**config.mk**
```make
export PLATFORM = sky130hd
export DESIGN_NAME = wb_arbiter_flat
export DESIGN_NICKNAME = d
export VERILOG_FILES = /design/src/rtl/wb_arbiter_if.sv /design/src/rtl/wb_arbiter.sv /design/src/flat_wrapper.sv
export SDC_FILE = /design/constraint.sdc
export NUM_CORES = 1
export LEC_CHECK = 0
export CAP_MARGIN = 20
export CORE_ASPECT_RATIO = 0.7
export CORE_MARGIN = 1
export CORE_UTILIZATION = 35
export CTS_CLUSTER_SIZE = 40
export DETAILED_ROUTE_END_ITERATION = 8
export GPL_TIMING_DRIVEN = 0
export PLACE_DENSITY = 0.55
export SYNTH_ARGS = -nofsm -noshare
export SYNTH_HDL_FRONTEND = slang
export SYNTH_SLANG_ARGS = --single-unit
```
**constraint.sdc**
```tcl
create_clock -name clock -period 4 [get_ports clock]
set_input_delay 0.8 -clock clock [delete_from_list [all_inputs] [get_ports clock]]
set_output_delay 0.8 -clock clock [all_outputs]
set_load 0.01 [all_outputs]
```
**src/rtl/wb_arbiter_if.sv**
```systemverilog
// wb_arbiter_if: producer, register-file and busy signals of the writeback arbiter.
// Forwarding signals exist only when WB_BYPASS_EN is defined.
interface wb_arbiter_if #(parameter int XLEN = 32);
  logic            alu_valid;
  logic            alu_ready;
  logic [4:0]      alu_rd;
  logic [XLEN-1:0] alu_data;
  logic            lsu_valid;
  logic            lsu_ready;
  logic [4:0]      lsu_rd;
  logic [XLEN-1:0] lsu_data;
  logic [4:0]      rf_rd;
  logic [XLEN-1:0] rf_wdata;
  logic            rf_write_en;
  logic            busy;
`ifdef WB_BYPASS_EN
  logic [4:0]      rs1;
  logic [4:0]      rs2;
  logic            fwdA_hit;
  logic            fwdB_hit;
  logic [XLEN-1:0] fwdA_data;
  logic [XLEN-1:0] fwdB_data;
`endif
  modport master (
    output alu_valid, alu_rd, alu_data, lsu_valid, lsu_rd, lsu_data,
    input  alu_ready, lsu_ready, rf_rd, rf_wdata, rf_write_en, busy
`ifdef WB_BYPASS_EN
    , output rs1, rs2,
    input  fwdA_hit, fwdB_hit, fwdA_data, fwdB_data
`endif
  );
  modport slave (
    input  alu_valid, alu_rd, alu_data, lsu_valid, lsu_rd, lsu_data,
    output alu_ready, lsu_ready, rf_rd, rf_wdata, rf_write_en, busy
`ifdef WB_BYPASS_EN
    , input rs1, rs2,
    output fwdA_hit, fwdB_hit, fwdA_data, fwdB_data
`endif
  );
endinterface

```
**src/rtl/wb_arbiter.sv**
```systemverilog
// wb_arbiter: buffers ALU/LSU results in per-source FIFOs and drives a registered RF write port
// round-robin. Defining WB_BYPASS_EN adds combinational forwarding of the pending write to rs1/rs2.
module wb_arbiter #(
  parameter int XLEN  = 32,
  parameter int DEPTH = 2
) (
  input logic        clock,
  input logic        reset,
  wb_arbiter_if.slave bus
);
  localparam int AW = $clog2(DEPTH);
  localparam int CW = $clog2(DEPTH + 1);
  typedef enum logic {PREF_ALU, PREF_LSU} pref_t;
  pref_t           pref, pref_next;
  logic [4:0]      rd_mem   [2][DEPTH];
  logic [XLEN-1:0] data_mem [2][DEPTH];
  logic [AW-1:0]   wp [2];
  logic [AW-1:0]   rp [2];
  logic [CW-1:0]   cnt [2];
  logic [4:0]      in_rd [2];
  logic [XLEN-1:0] in_data [2];
  logic [1:0]      valid, full, nempty, push, pop;
  logic            gnt, sel;
  logic [4:0]      rf_rd;
  logic [XLEN-1:0] rf_wdata;
  logic            rf_we;
  assign valid      = {bus.lsu_valid, bus.alu_valid};
  assign in_rd[0]   = bus.alu_rd;
  assign in_rd[1]   = bus.lsu_rd;
  assign in_data[0] = bus.alu_data;
  assign in_data[1] = bus.lsu_data;
  // index 0 is the ALU, index 1 the LSU; sel picks the granted source
  always_comb begin
    for (int i = 0; i < 2; i++) begin
      full[i]   = cnt[i] == CW'(DEPTH);
      nempty[i] = cnt[i] != '0;
    end
    push      = valid & ~full;
    gnt       = |nempty;
    sel       = &nempty ? (pref == PREF_LSU) : nempty[1];
    pop       = gnt ? (sel ? 2'b10 : 2'b01) : 2'b00;
    pref_next = &nempty ? (sel ? PREF_ALU : PREF_LSU) : pref;
  end
  always_ff @(posedge clock or posedge reset)
    if (reset) begin
      pref     <= PREF_ALU;
      rf_rd    <= '0;
      rf_wdata <= '0;
      rf_we    <= 1'b0;
      for (int i = 0; i < 2; i++) begin
        wp[i]  <= '0;
        rp[i]  <= '0;
        cnt[i] <= '0;
      end
    end else begin
      pref <= pref_next;
      for (int i = 0; i < 2; i++) begin
        wp[i]  <= wp[i] + AW'(push[i]);
        rp[i]  <= rp[i] + AW'(pop[i]);
        cnt[i] <= cnt[i] + CW'(push[i]) - CW'(pop[i]);
      end
      rf_we <= gnt && rd_mem[sel][rp[sel]] != '0;
      if (gnt) begin
        rf_rd    <= rd_mem[sel][rp[sel]];
        rf_wdata <= data_mem[sel][rp[sel]];
      end
    end
  always_ff @(posedge clock)
    for (int i = 0; i < 2; i++)
      if (push[i]) begin
        rd_mem[i][wp[i]]   <= in_rd[i];
        data_mem[i][wp[i]] <= in_data[i];
      end
  assign bus.alu_ready   = !full[0];
  assign bus.lsu_ready   = !full[1];
  assign bus.rf_rd       = rf_rd;
  assign bus.rf_wdata    = rf_wdata;
  assign bus.rf_write_en = rf_we;
  assign bus.busy        = gnt | rf_we;
`ifdef WB_BYPASS_EN
  assign bus.fwdA_hit  = rf_we && rf_rd == bus.rs1 && bus.rs1 != '0;
  assign bus.fwdB_hit  = rf_we && rf_rd == bus.rs2 && bus.rs2 != '0;
  assign bus.fwdA_data = rf_wdata;
  assign bus.fwdB_data = rf_wdata;
`endif
endmodule

```
**src/flat_wrapper.sv**
```systemverilog
// flat-port wrapper written by rule: the top's interface ports become plain ports
module wb_arbiter_flat 
#(
  parameter int XLEN  = 32,
  parameter int DEPTH = 2
)
  (clock, reset, bus_alu_valid, bus_alu_rd, bus_alu_data, bus_lsu_valid, bus_lsu_rd, bus_lsu_data, bus_alu_ready, bus_lsu_ready, bus_rf_rd, bus_rf_wdata, bus_rf_write_en, bus_busy);
  wb_arbiter_if #(.XLEN(XLEN)) bus_i ();
  input logic clock;
  input logic reset;
  input wire logic [$bits(bus_i.alu_valid)-1:0] bus_alu_valid;
  input wire logic [$bits(bus_i.alu_rd)-1:0] bus_alu_rd;
  input wire logic [$bits(bus_i.alu_data)-1:0] bus_alu_data;
  input wire logic [$bits(bus_i.lsu_valid)-1:0] bus_lsu_valid;
  input wire logic [$bits(bus_i.lsu_rd)-1:0] bus_lsu_rd;
  input wire logic [$bits(bus_i.lsu_data)-1:0] bus_lsu_data;
  output wire logic [$bits(bus_i.alu_ready)-1:0] bus_alu_ready;
  output wire logic [$bits(bus_i.lsu_ready)-1:0] bus_lsu_ready;
  output wire logic [$bits(bus_i.rf_rd)-1:0] bus_rf_rd;
  output wire logic [$bits(bus_i.rf_wdata)-1:0] bus_rf_wdata;
  output wire logic [$bits(bus_i.rf_write_en)-1:0] bus_rf_write_en;
  output wire logic [$bits(bus_i.busy)-1:0] bus_busy;
  assign bus_i.alu_valid = bus_alu_valid;
  assign bus_i.alu_rd = bus_alu_rd;
  assign bus_i.alu_data = bus_alu_data;
  assign bus_i.lsu_valid = bus_lsu_valid;
  assign bus_i.lsu_rd = bus_lsu_rd;
  assign bus_i.lsu_data = bus_lsu_data;
  assign bus_alu_ready = bus_i.alu_ready;
  assign bus_lsu_ready = bus_i.lsu_ready;
  assign bus_rf_rd = bus_i.rf_rd;
  assign bus_rf_wdata = bus_i.rf_wdata;
  assign bus_rf_write_en = bus_i.rf_write_en;
  assign bus_busy = bus_i.busy;
  wb_arbiter #(.XLEN(XLEN), .DEPTH(DEPTH)) u_core (.clock(clock), .reset(reset), .bus(bus_i));
endmodule
```
Word level (Yosys, flattened, before mapping) --
Memories as Yosys holds them, arrays and structs flattened. Cells that the tools add are included.
Storage, ports and cells: flip-flop bits (word level) 47, memory bits (writable) 148, bits of input ports 78, word-level logic and storage cells 72, memories kept 2
Memories:
- u_core.data_mem | words 2, bits a word 64, read ports 1, clocked after Yosys merged registers in 0, write ports 2, line wb_arbiter.sv:16 | logic [XLEN-1:0] data_mem [2][DEPTH];
- u_core.rd_mem | words 2, bits a word 10, read ports 1, clocked after Yosys merged registers in 0, write ports 2, line wb_arbiter.sv:15 | logic [4:0] rd_mem [2][DEPTH];
Cells by class: add/sub/neg operators 8, $lt $le $gt $ge 6, eq/ne operators 2, multiplexer cells 27, bitwise gates (word level) 7, reduce and logical (&&, ||, !) cells 10
Operators with widths (count):
- two-way mux 32 bit | 5
- two-way mux 64 bit | 2
- demux 32 bit (select 1 bit) | 2
- two-way mux 5 bit | 5
- two-way mux 10 bit | 2
- demux 5 bit (select 1 bit) | 2
- >= comparator 2 bit, second input constant | 4
- inverter 1 -> 2 bit | 4
- two-way mux 1 bit | 7
- nonzero test 5 bit | 1
- adder 1 bit | 4
- adder 2 x 1 -> 2 bit | 2
- equality test 2 bit, second input constant | 2
- < comparator 2 x 1 -> 1 bit, second input constant | 2
- two-way mux 2 bit | 2
- nonzero test 2 bit | 2
- subtractor 2 x 1 -> 2 bit | 2
- logical AND 1 bit | 3
- AND 2 bit | 1
- zero test 1 bit | 2
- inverter 2 bit | 1
- AND reduction 2 bit | 1
- OR reduction 2 bit | 1
- OR 1 bit | 1

Depth between registers and ports, before layout --
Gate-level depths: netlist (run 1).
word-level depth 13, depth in mapped cells 10, gate-level depth less buffers 9

Least setup slack after synthesis (run 1) --
Ideal clock, no wire load.
kind input to register, start point input port bus_alu_valid, end point memory u_core.data_mem[0][0] (netlist bit), enable pin, setup time 398 ps, arrival 1909 ps, required time 3602 ps, path slack 1693 ps, stages on the path 2, buffers on the path 0, cell sequence and2_1 ha_1
RTL lines:
- from (decl) | line flat_wrapper.sv:11 | input wire logic [$bits(bus_i.alu_valid)-1:0] bus_alu_valid;
- to (decl) | line wb_arbiter.sv:16

Worst setup path after layout (run 1) --
start point register u_core.cnt[3] (netlist bit), end point output port bus_busy
Between the ends: cells in the longest elaborated chain, start to end 3
RTL lines:
- from (decl) | line wb_arbiter.sv:19 | logic [CW-1:0] cnt [2];
- from (signal, indexed assignment) | line wb_arbiter.sv:60 | cnt[i] <= cnt[i] + CW'(push[i]) - CW'(pop[i]);
- nonzero test 2 bit | line wb_arbiter.sv:36 | nempty[i] = cnt[i] != '0;
- OR reduction 2 bit | line wb_arbiter.sv:39 | gnt = |nempty;
- OR 1 bit | line wb_arbiter.sv:79 | assign bus.busy = gnt | rf_we;
- to (decl) | line flat_wrapper.sv:22 | output wire logic [$bits(bus_i.busy)-1:0] bus_busy;
Every way passes these cells.

==> results of run 1 <==
cell families (layout without fill, tap and decap cells):
family | after synthesis | after routing
multiplexers | 13 | 13
flip-flops | 195 | 195
AO/OA/AOI/OAI | 107 | 107
adder cells (fa/ha/maj) | 8 | 8
XOR/XNOR | 7 | 7
buffers and inverters | 41 | 196
AND/OR/NAND/NOR | 117 | 117
worst register-to-register path, delay by kind of cell (launching register included):
kind                       cells  cell delay, ns
buffers and inverters          2            0.32
and+or+nand+nor                2            0.55
xor gates and xnor gates       2            0.25
DFF                            1            0.47
adders and majority gates      2            0.44
report_power, final:
part	switching [W]	internal, W	leakage [nW]
logic	0.00163	0.00132	1.15
clock network	0.000709	0.000999	0.286
registers	0.000260	0.00287	1.92
through the flow:
stage | hold WS [ns] | worst slack, ns
after global routing | 0.495 | 0.876
after CTS | 0.483 | 0.974
after floorplan | 0.464 | 1.69
after detailed placement | 0.469 | 1.35
final | 0.479 | 1.00
after global placement | 0.462 | 0.491
how the worst min path moves through the flow:
stage,start,end,slack (ns)
after floorplan,u_core.pref$_DFFE_PP0P_,u_core.pref$_DFFE_PP0P_,0.46
after global placement,u_core.bus.rf_wdata[21]$_DFFE_PP0N_,u_core.bus.rf_wdata[21]$_DFFE_PP0N_,0.46
after detailed placement,u_core.bus.rf_wdata[15]$_DFFE_PP0N_,u_core.bus.rf_wdata[15]$_DFFE_PP0N_,0.47
after CTS,u_core.bus.rf_wdata[15]$_DFFE_PP0N_,u_core.bus.rf_wdata[15]$_DFFE_PP0N_,0.48
after global routing,u_core.bus.rf_wdata[21]$_DFFE_PP0N_,u_core.bus.rf_wdata[21]$_DFFE_PP0N_,0.49
final,u_core.bus.rf_wdata[15]$_DFFE_PP0N_,u_core.bus.rf_wdata[15]$_DFFE_PP0N_,0.48
per-layer routing:
| metal | vias to the layer above | global-route usage | share of wire |
|---|---|---|---|
| li1 | 2133 | - | - |
| met1 | 2288 | 0.250 | 0.50 |
| met2 | 150 | 0.241 | 0.44 |
| met3 | 9 | 0.0398 | 0.054 |
| met4 | 0 | 0.0362 | 0.0072 |
| met5 | - | 0 | 0 |
registers in the layout, summed over array words and instances, names as in the netlist:
name and count:
u_core.bus.rf_wdata 32, u_core.bus.rf_rd 5, u_core.data_mem 128, u_core.pref 1, u_core.rd_mem 20, u_core.bus.rf_write_en 1
u_core.rp 2, u_core.wp 2, u_core.cnt 4
cells in the final DEF, fill, tap and decap left out, types with 2 or more instances in the layout:
cell type	instances
buf_2	9
nor2_1	2
mux2i_1	8
mux2_2	5
ha_1	4
nor2b_1	65
buf_6	5
a211oi_1	65
inv_2	2
buf_4	5
inv_1	8
buf_12	2
nand2_1	41
dfrtp_1	47
clkbuf_1	14
and2_1	2
o31ai_1	33
clkinv_2	3
bufinv_16	3
nor3_1	2
o21ai_0	2
o21ai_1	2
xnor2_1	6
ha_2	4
clkbuf_8	3
buf_16	3
clkbuf_16	17
edfxtp_1	148
clkdlybuf4s50_1	118
layout make-up:
class,instances,area [µm²],area share
clock buffers,22,454,0.0461
inverters,10,37.5,0.00381
plain buffers,31,204,0.0207
well taps,276,345,0.0351
clock inverters,10,134,0.0136
flip-flops and latches,195,5620,0.571
repair buffers,123,1300,0.132
multi-input cells,252,1750,0.177
==> impl_metrics.tcl, run 1 <==
set metrics [dict create \
    worstPathCellList "nor4_4 > buf_4 > nand2b_1 > clkdlybuf4s50_1" \
    synth_adder_area_share 0.0132 \
    fin_crit_ns 3.00 \
    final_core_util 0.468 \
    drive_gt1_frac 0.106 \
    placed_cell_area_um2 9260 \
    first_global_vias 4471 \
    maxCapViolations 0 \
    cp-end-kind "primary output" \
    syn_nets 574 \
    post-dp-hpwl_mm 11.8 \
    yosysMostFrequentCell "edfxtp_1" \
    synth-compound-area-share 0.105 \
    cts_tree "done" \
    fin_setup_tns_ns 0 \
    via_per_inst 4.98 \
    slew_headroom 0.586 \
    dr.first_iter.drc_count 264 \
    synthTopCellsByArea "edfxtp_1 58%, dfrtp_1 15%, a211oi_1 6.4%, nor2b_1 5.4%, o31ai_1 3.3%" \
    final_area_um2 9850 \
    startpoint "u_core.cnt[3]$_DFF_PP0_" \
    fin_nets 716 \
    leakage_nw 3.36 \
    vias 4580 \
    row_count 44 \
    r2r_end "u_core.cnt[3]$_DFF_PP0_" \
    synth_top_family_by_area "compound AO/OA/AOI/OAI gates" \
    regToRegSetupSlack_ns 1.86 \
    synth-simple-area-share 0.0845 \
    reg2regPathDepth 8 \
    drcViolationCount 0 \
    wire_per_inst_um 19.4 \
    dp.cells 887 \
    synthFlopType "edfxtp_1" \
    overflow 0 \
    ctsResizeCount 0 \
    ys_warn_count 0 \
    port_buffers 118 \
    cpPeakStageDelay_ns 0.48 \
    clock_sinks 195 \
    fmax_mhz 334 \
    io_pins 119 \
    report.final.hold_viol_count 0 \
    path_depth 4 \
    worstSetupPathType "reg -> out" \
    setup_violations 0 \
    slowest_stage "nor4_4" \
    power.total_w 0.00778 \
    synth_cell_types 33 \
    synth-edff-count 148 \
    ys_seq_elements 195 \
    status "finished clean" \
    place.gp.congestion 0.784 \
    die_w_um 178 \
    chipHeight_um 125 \
    numCtsBuffers 17 \
    worst_pin_slew_ns 0.621 \
    crit_buf_inv 2 \
    syn_inst 488 \
    yosys.area.top_type "edfxtp_1" \
    netlist_area_um2 7600 \
    htreeDepth 4 \
    syn_to_final_growth_pct 29.6 \
    hold_class "reg -> reg" \
    synthArstFlopShare 0.241 \
    syn_avg_cell_area_um2 15.6 \
    cp.required_ns 3.20 \
    grt_pass1_wl_mm 26.8 \
    postCtsSetupBuffers 0 \
    crit_path_end "bus_busy" \
    synth_mux_area_frac 0.0179 \
    timing.final.max_slew_violations 0 \
    worstPathMaxFanout 10 \
    cts.path.max_buffers 2 \
    path_clk_slew_ns 0.07 \
    ctsHoldBuffers 0 \
    min_path_cells 2 \
    cts_root_buffer "clkbuf_16" \
    wl_mm 17.8 \
    clk_latency_ns 0.42 \
    start_kind "register" \
    cp_top_family "buffers and inverters" \
    critPathArrivalTime_ns 2.20 \
    grt_use_total 0.166 \
    yosys.area_share.xor_xnor 0.00807 \
    synth_top_area_frac 0.585 \
    grt_max_degree 37 \
    dr.pass1.iters 6 \
    num-fill-cells 1846 \
    finClkSkew_ns 0.00867 \
    r2r-start "u_core.cnt[3]$_DFF_PP0_" \
    yosysSeqAreaShare 0.740 \
    ir_worst_vdd_v 0.000326 \
    postRouteAntennaNets 0 \
    initial_utilization 0.361 \
    synthTopCellsByCount "148 x edfxtp_1, 65 x a211oi_1, 65 x nor2b_1" \
    fin_cells 919 \
    antenna_found_initial 0 \
    core_um2 21000 \
    p_per_area_nw_per_um2 790 \
    grt_setup_unrepaired "false" \
    die_area_um2 22300 \
    diodes 0 \
    post-route-period-util 0.750 \
]
Note: power is estimated with default switching activity, not from simulation.
==> inputs of run 2 (changes only) <==
- clock period: 4 -> 3 ns (I/O delays scaled with it)
==> results of run 2 <==
Same layout as run 1 (identical final DEF). Status: finished clean.
Among the figures that moved: setup slack after placement 1.35 ns -> 0.547 ns; setup slack after layout 1.00 ns -> 0.202 ns; hold slack 0.479 ns -> 0.451 ns; register-to-register setup slack 1.86 ns -> 0.86 ns; total power 0.00778 W -> 0.0104 W; worst IR drop on VDD 0.000326 V -> 0.000435 V
